### config.mk
export PLATFORM = sky130hd
export DESIGN_NAME = bcd_scan_display
export DESIGN_NICKNAME = d
export VERILOG_FILES = /design/src/rtl/bcd_scan_display_pkg.sv /design/src/rtl/bcd_scan_display_bcd_to_ssd.sv /design/src/rtl/bcd_scan_display.sv
export SDC_FILE = /design/constraint.sdc
export NUM_CORES = 1
export LEC_CHECK = 0
export CAP_MARGIN = 20
export CORE_MARGIN = 2
export CORE_UTILIZATION = 38
export CTS_CLUSTER_DIAMETER = 100
export CTS_CLUSTER_SIZE = 24
export DETAILED_ROUTE_END_ITERATION = 16
export RECOVER_POWER = 25
export SKIP_CTS_REPAIR_TIMING = 1
export SYNTH_ARGS = -nofsm -noshare
export SYNTH_HDL_FRONTEND = slang
export SYNTH_SLANG_ARGS = --single-unit
### constraint.sdc
create_clock -name clk -period 4.1 [get_ports clk]
set_input_delay 0.615 -clock clk [delete_from_list [all_inputs] [get_ports clk]]
set_output_delay 0.615 -clock clk [all_outputs]
set_load 0.01 [all_outputs]
### src/rtl/bcd_scan_display_pkg.sv
// Shared constants for the 4-digit multiplexed 7-segment display path.
// Segment patterns are {a,b,c,d,e,f,g,dp}, active-low, with the dp bit left off.
package bcd_scan_display_pkg;

    localparam logic ENABLED  = 1'b1;
    localparam logic DISABLED = 1'b0;

    localparam logic [7:0] SSD_0     = 8'h03;
    localparam logic [7:0] SSD_1     = 8'h9F;
    localparam logic [7:0] SSD_2     = 8'h25;
    localparam logic [7:0] SSD_3     = 8'h0D;
    localparam logic [7:0] SSD_4     = 8'h99;
    localparam logic [7:0] SSD_5     = 8'h49;
    localparam logic [7:0] SSD_6     = 8'h41;
    localparam logic [7:0] SSD_7     = 8'h1F;
    localparam logic [7:0] SSD_8     = 8'h01;
    localparam logic [7:0] SSD_9     = 8'h09;
    localparam logic [7:0] SSD_DASH  = 8'hFD;
    localparam logic [7:0] SSD_BLANK = 8'hFF;

    localparam logic [3:0] SSD_DIGIT_OFF = 4'b1111;

endpackage

### src/rtl/bcd_scan_display_bcd_to_ssd.sv
// Combinational BCD digit to 7-segment pattern (a..g, active-low).
// Values A..F are not valid BCD and show a dash so a bad counter is visible.
module bcd_to_ssd
    import bcd_scan_display_pkg::*;
(
    input  logic [3:0] bcd,
    output logic [6:0] seg
);

    // digit value to segment pattern lookup
    always_comb begin
        seg = SSD_DASH[7:1];
        case (bcd)
            4'd0:    seg = SSD_0[7:1];
            4'd1:    seg = SSD_1[7:1];
            4'd2:    seg = SSD_2[7:1];
            4'd3:    seg = SSD_3[7:1];
            4'd4:    seg = SSD_4[7:1];
            4'd5:    seg = SSD_5[7:1];
            4'd6:    seg = SSD_6[7:1];
            4'd7:    seg = SSD_7[7:1];
            4'd8:    seg = SSD_8[7:1];
            4'd9:    seg = SSD_9[7:1];
            default: seg = SSD_DASH[7:1];
        endcase
    end

endmodule

### src/rtl/bcd_scan_display.sv
// Time-multiplexes two packed-BCD pairs onto a 4-digit common-anode display.
// The counter value is snapshotted once per frame (at the idx 3->0 wrap) so a
// frame never mixes digits from two counter values. Digit drive stays off
// until the scan has made its first step after reset.
module bcd_scan_display
    import bcd_scan_display_pkg::*;
#(
    parameter int SCAN_DIV_W    = 16,
    parameter int BLINK_SCANS_W = 6
) (
    input  logic       clk,
    input  logic       rst,
    input  logic [7:0] cnt_hi,
    input  logic [7:0] cnt_lo,
    input  logic       blank_lead,
    input  logic       sep_on,
    input  logic       blink_hi,
    input  logic       blink_lo,
    output logic [3:0] ssd_ctl,
    output logic [7:0] ssd_seg
);

    logic [SCAN_DIV_W-1:0]    div_q, div_d;
    logic [1:0]               idx_q, idx_d;
    logic [BLINK_SCANS_W-1:0] frame_q, frame_d;
    logic                     phase_q, phase_d;
    logic                     live_q, live_d;
    logic [15:0]              snap_q, snap_d;
    logic [3:0]               ctl_q, ctl_d;
    logic [7:0]               seg_q, seg_d;

    logic       scan_wrap, frame_wrap;
    logic       lz3, lz2, lz1;
    logic [3:0] digit_val;
    logic [6:0] digit_pat;
    logic       lz_cur, blink_cur, dp_cur;

    assign scan_wrap  = (div_q == {SCAN_DIV_W{1'b1}});
    assign frame_wrap = scan_wrap && (idx_q == 2'd3);

    // Leading-zero chain: a digit only blanks if everything above it blanked.
    // Invalid BCD values are nonzero here, so they are always displayed.
    assign lz3 = blank_lead && (snap_q[15:12] == 4'h0);
    assign lz2 = lz3 && (snap_q[11:8] == 4'h0);
    assign lz1 = lz2 && (snap_q[7:4] == 4'h0);

    // scan divider, digit index, per-frame snapshot and blink phase
    always_comb begin
        div_d   = div_q + SCAN_DIV_W'(1);
        idx_d   = idx_q;
        frame_d = frame_q;
        phase_d = phase_q;
        live_d  = live_q;
        snap_d  = snap_q;
        if (scan_wrap) begin
            idx_d  = idx_q + 2'd1;
            live_d = ENABLED;
        end
        if (frame_wrap) begin
            snap_d  = {cnt_hi, cnt_lo};
            frame_d = frame_q + BLINK_SCANS_W'(1);
            if (frame_q == {BLINK_SCANS_W{1'b1}}) begin
                phase_d = ~phase_q;
            end
        end
    end

    // select the digit being scanned and its blanking/blink qualifiers
    always_comb begin
        digit_val = snap_q[3:0];
        lz_cur    = DISABLED;
        blink_cur = phase_q && blink_lo;
        case (idx_q)
            2'd0: begin
                digit_val = snap_q[3:0];
                lz_cur    = DISABLED;
                blink_cur = phase_q && blink_lo;
            end
            2'd1: begin
                digit_val = snap_q[7:4];
                lz_cur    = lz1;
                blink_cur = phase_q && blink_lo;
            end
            2'd2: begin
                digit_val = snap_q[11:8];
                lz_cur    = lz2;
                blink_cur = phase_q && blink_hi;
            end
            default: begin
                digit_val = snap_q[15:12];
                lz_cur    = lz3;
                blink_cur = phase_q && blink_hi;
            end
        endcase
        dp_cur = (idx_q == 2'd2) && sep_on && !blink_cur;
    end

    bcd_to_ssd u_bcd_to_ssd (
        .bcd (digit_val),
        .seg (digit_pat)
    );

    // next registered pin drive; zero-blanking keeps the separator dot lit
    always_comb begin
        ctl_d = SSD_DIGIT_OFF;
        seg_d = SSD_BLANK;
        if (live_q) begin
            ctl_d = ~(4'b0001 << idx_q);
            if (blink_cur) begin
                seg_d = SSD_BLANK;
            end else if (lz_cur) begin
                seg_d = {SSD_BLANK[7:1], ~dp_cur};
            end else begin
                seg_d = {digit_pat, ~dp_cur};
            end
        end
    end

    // state and output registers
    always_ff @(posedge clk or posedge rst) begin
        if (rst) begin
            div_q   <= '0;
            idx_q   <= 2'd0;
            frame_q <= '0;
            phase_q <= 1'b0;
            live_q  <= DISABLED;
            snap_q  <= 16'h0000;
            ctl_q   <= SSD_DIGIT_OFF;
            seg_q   <= SSD_BLANK;
        end else begin
            div_q   <= div_d;
            idx_q   <= idx_d;
            frame_q <= frame_d;
            phase_q <= phase_d;
            live_q  <= live_d;
            snap_q  <= snap_d;
            ctl_q   <= ctl_d;
            seg_q   <= seg_d;
        end
    end

    assign ssd_ctl = ctl_q;
    assign ssd_seg = seg_q;

endmodule

==> impl_metrics.env <==
export IMPL_synth_area_top_cells="dfrtp_1, dfstp_2, ha_1"
export IMPL_cts_root_buf="clkbuf_8"
export IMPL_grt_overflow=0
export IMPL_grt_pass1_wl_um=8121
export IMPL_drt_iter0_markers=84
export IMPL_wl_met2_um=1909
export IMPL_cp_end_kind="flip-flop"
export IMPL_fin_crit_ns=2.573
export IMPL_critPathArrivalTime_ns=2.82
export IMPL_power_density_nw_per_um2=289.4
export IMPL_n_antenna_cell=0
export IMPL_antenna_found_initial=0
export IMPL_clk_pin_slew_worst_paths_ns=0.09
export IMPL_place_gp_congestion=0.8412
export IMPL_path_class="reg2reg"
export IMPL_die_width_um=87.71
export IMPL_slew_headroom_pct=26.85
export IMPL_finalNetCount=282
export IMPL_cts_tree="yes"
export IMPL_cap_violations=0
export IMPL_postRouteAntennaNets=0
export IMPL_max_freq_ghz=0.3887
export IMPL_fp_dieH_um=87.71
export IMPL_fillCellCount=629
export IMPL_initial_core_util_pct=39.19
export IMPL_area_delta_synth_final_pct=18.70
export IMPL_cts_buffers=5
export IMPL_netlist_instances=214
export IMPL_p_leak_nw=1.420
export IMPL_tightest_slew_ns=1.096
export IMPL_setup_violations=0
export IMPL_synthArstFlopShare_pct=100.0
export IMPL_cts_buffer_depth=2
export IMPL_syn_nets=248
export IMPL_fin_crit_sh_pct=62.75
export IMPL_vias_per_cell=4.965
export IMPL_status="completed"
export IMPL_start_kind="flip-flop"
export IMPL_min_path_type="reg2reg"
export IMPL_yosys_top_cells_count="dfrtp_1, nand2_1, dfstp_2, ha_1, xnor2_1"
export IMPL_synthMuxAreaShare_pct=8.882
export IMPL_clock_sinks=54
export IMPL_highest_layer="met4"
export IMPL_cp_data_required_time_ns=4.34
export IMPL_drtPass1Iterations=4
export IMPL_ys_types=43
export IMPL_drive_above_1_share_pct=19.68
export IMPL_grt_max_degree=30
export IMPL_num_io_pins=34
export IMPL_slew_violations=0
export IMPL_ir_drop_mv=0.1409
export IMPL_drt_wirelength_per_cell_um=13.52
export IMPL_placed_cells=337
export IMPL_crit_fanout=8
export IMPL_post_synth_instance_area_um2=2663
export IMPL_dr_total_vias=1713
export IMPL_ys_seq_elements=54
export IMPL_yosys_area_top_type="dfrtp_1"
export IMPL_synth_simple_area_share_pct=14.90
export IMPL_finalSetupTns_ns=0
export IMPL_dieArea_um2=7692
export IMPL_rows=30
export IMPL_worst_skew_pair_late_latency_ns=0.31
export IMPL_synth_xor_area_share_pct=7.190
export IMPL_wl_met3_um=241
export IMPL_synth_top_area_share_pct=39.47
export IMPL_grt_pass1_vias=1689
export IMPL_ys_flop_type="dfrtp_1"
export IMPL_synth_top_family_by_area="simple AND/OR/NAND/NOR gates"
export IMPL_yosysSeqAreaShare_pct=51.32
export IMPL_finClkSkew_ns=0.007185
export IMPL_yosysWarnings=0
export IMPL_core_um2=6794
export IMPL_synth_compound_area_share_pct=8.929
export IMPL_grt_usage_pct=13.68
export IMPL_synth_adder_area_share_pct=5.639
export IMPL_whs_ns=0.4691
export IMPL_rsz0062_at_grt="no"
export IMPL_synth_edf_count=0
export IMPL_h_tree_depth=2
export IMPL_wirelength_um=4663
export IMPL_stdcell_count=345
export IMPL_io_buffers=33
export IMPL_drcViolationCount=0
export IMPL_synth_most_common_cell="dfrtp_1"
export IMPL_wl_met1_um=2432
export IMPL_finalHoldViolCount=0
export IMPL_syn_area_per_cell_um2=12.44
export IMPL_hpwl_um=3486
final timing paths:
path,start,cells past startpoint,slack (ns),to
setup / recovery,idx_q[0],8,1.53,ssd_seg[6]
min in group asynchronous,rst,2,1.02,snap_q[2]
hold / removal,div_q[12],1,0.47,div_q[12]
hold reg to reg,div_q[12],1,0.47,div_q[12]
setup reg to reg,idx_q[0],8,1.53,ssd_seg[6]
max in group asynchronous,rst,3,2.12,ssd_seg[3]
cells by family after synthesis:
group | count (synthesis)
and+or+nand+nor | 61
DFF | 54
AOI/OAI and AO/OA | 32
xor gates and xnor gates | 21
muxes | 18
buffers and inverters | 16
adders and majority gates | 12
metrics by stage:
stage	total power [mW]	instance area (µm²)	worst slack [ns]	utilization [%]
6_report	0.9146	3161	1.527	46.52
2_1_floorplan	0.5909	2663	1.924	-
4_1_cts	0.9271	3166	1.549	46.59
3_3_place_gp	0.6232	3070	1.711	45.19
5_1_grt	0.9611	3161	1.271	46.52
3_5_place_dp	0.6229	3070	1.574	45.19
where the power goes:
group,leakage [nW],internal (mW),switching (mW)
combinational,0.711,0.0357,0.0272
clock,0.0472,0.136,0.167
sequential,0.662,0.541,0.00798
total,1.42,0.713,0.202
registers in the layout (all words and copies together) (netlist names):
name,count
div_q,16
frame_q,6
idx_q,2
live_q,1
phase_q,1
snap_q,16
ssd_ctl,4
ssd_seg,8
worst max-delay path, stage by stage (launching register included):
cell and delay (ns):
dfrtp_1 0.42, inv_1 0.13, ha_1 0.34, a222oi_1 0.18, a21oi_1 0.51, ha_1 0.34
a211o_1 0.24, a2bb2o_1 0.25, nand3_1 0.09
metal layers:
layer,up-vias,track usage (%)
met3,6,3.393
met5,-,0
met1,823,20.94
met2,42,18.53
li1,842,-
met4,0,5.175
cells in the final DEF (no fill, tap or decap), types with 3 or more instances in the layout:
master           count
inv_1                9
dfrtp_1             42
nor4_1               3
nor2_1               5
a222oi_1             4
and3_1               7
a21oi_1              7
mux2_2               9
nand2_1             13
nor2b_1              4
mux2_4               9
ha_1                12
clkdlybuf4s50_1     32
nand3_1              7
xor2_1               9
o211ai_1             6
a211o_1              3
dfstp_2             12
clkbuf_8             6
nand4_1              8
xnor2_1             11
cell type report:
cell class | count | area, µm² | area share, %
sequential | 54 | 1366 | 43.23
multi-input combinational | 144 | 1207 | 38.20
timing repair buffer | 34 | 337.8 | 10.69
tap | 96 | 120.1 | 3.800
clock buffer | 6 | 82.58 | 2.613
inverter | 9 | 33.78 | 1.069
clock inverter | 2 | 12.51 | 0.3959
(Power assumes the default switching activity.)
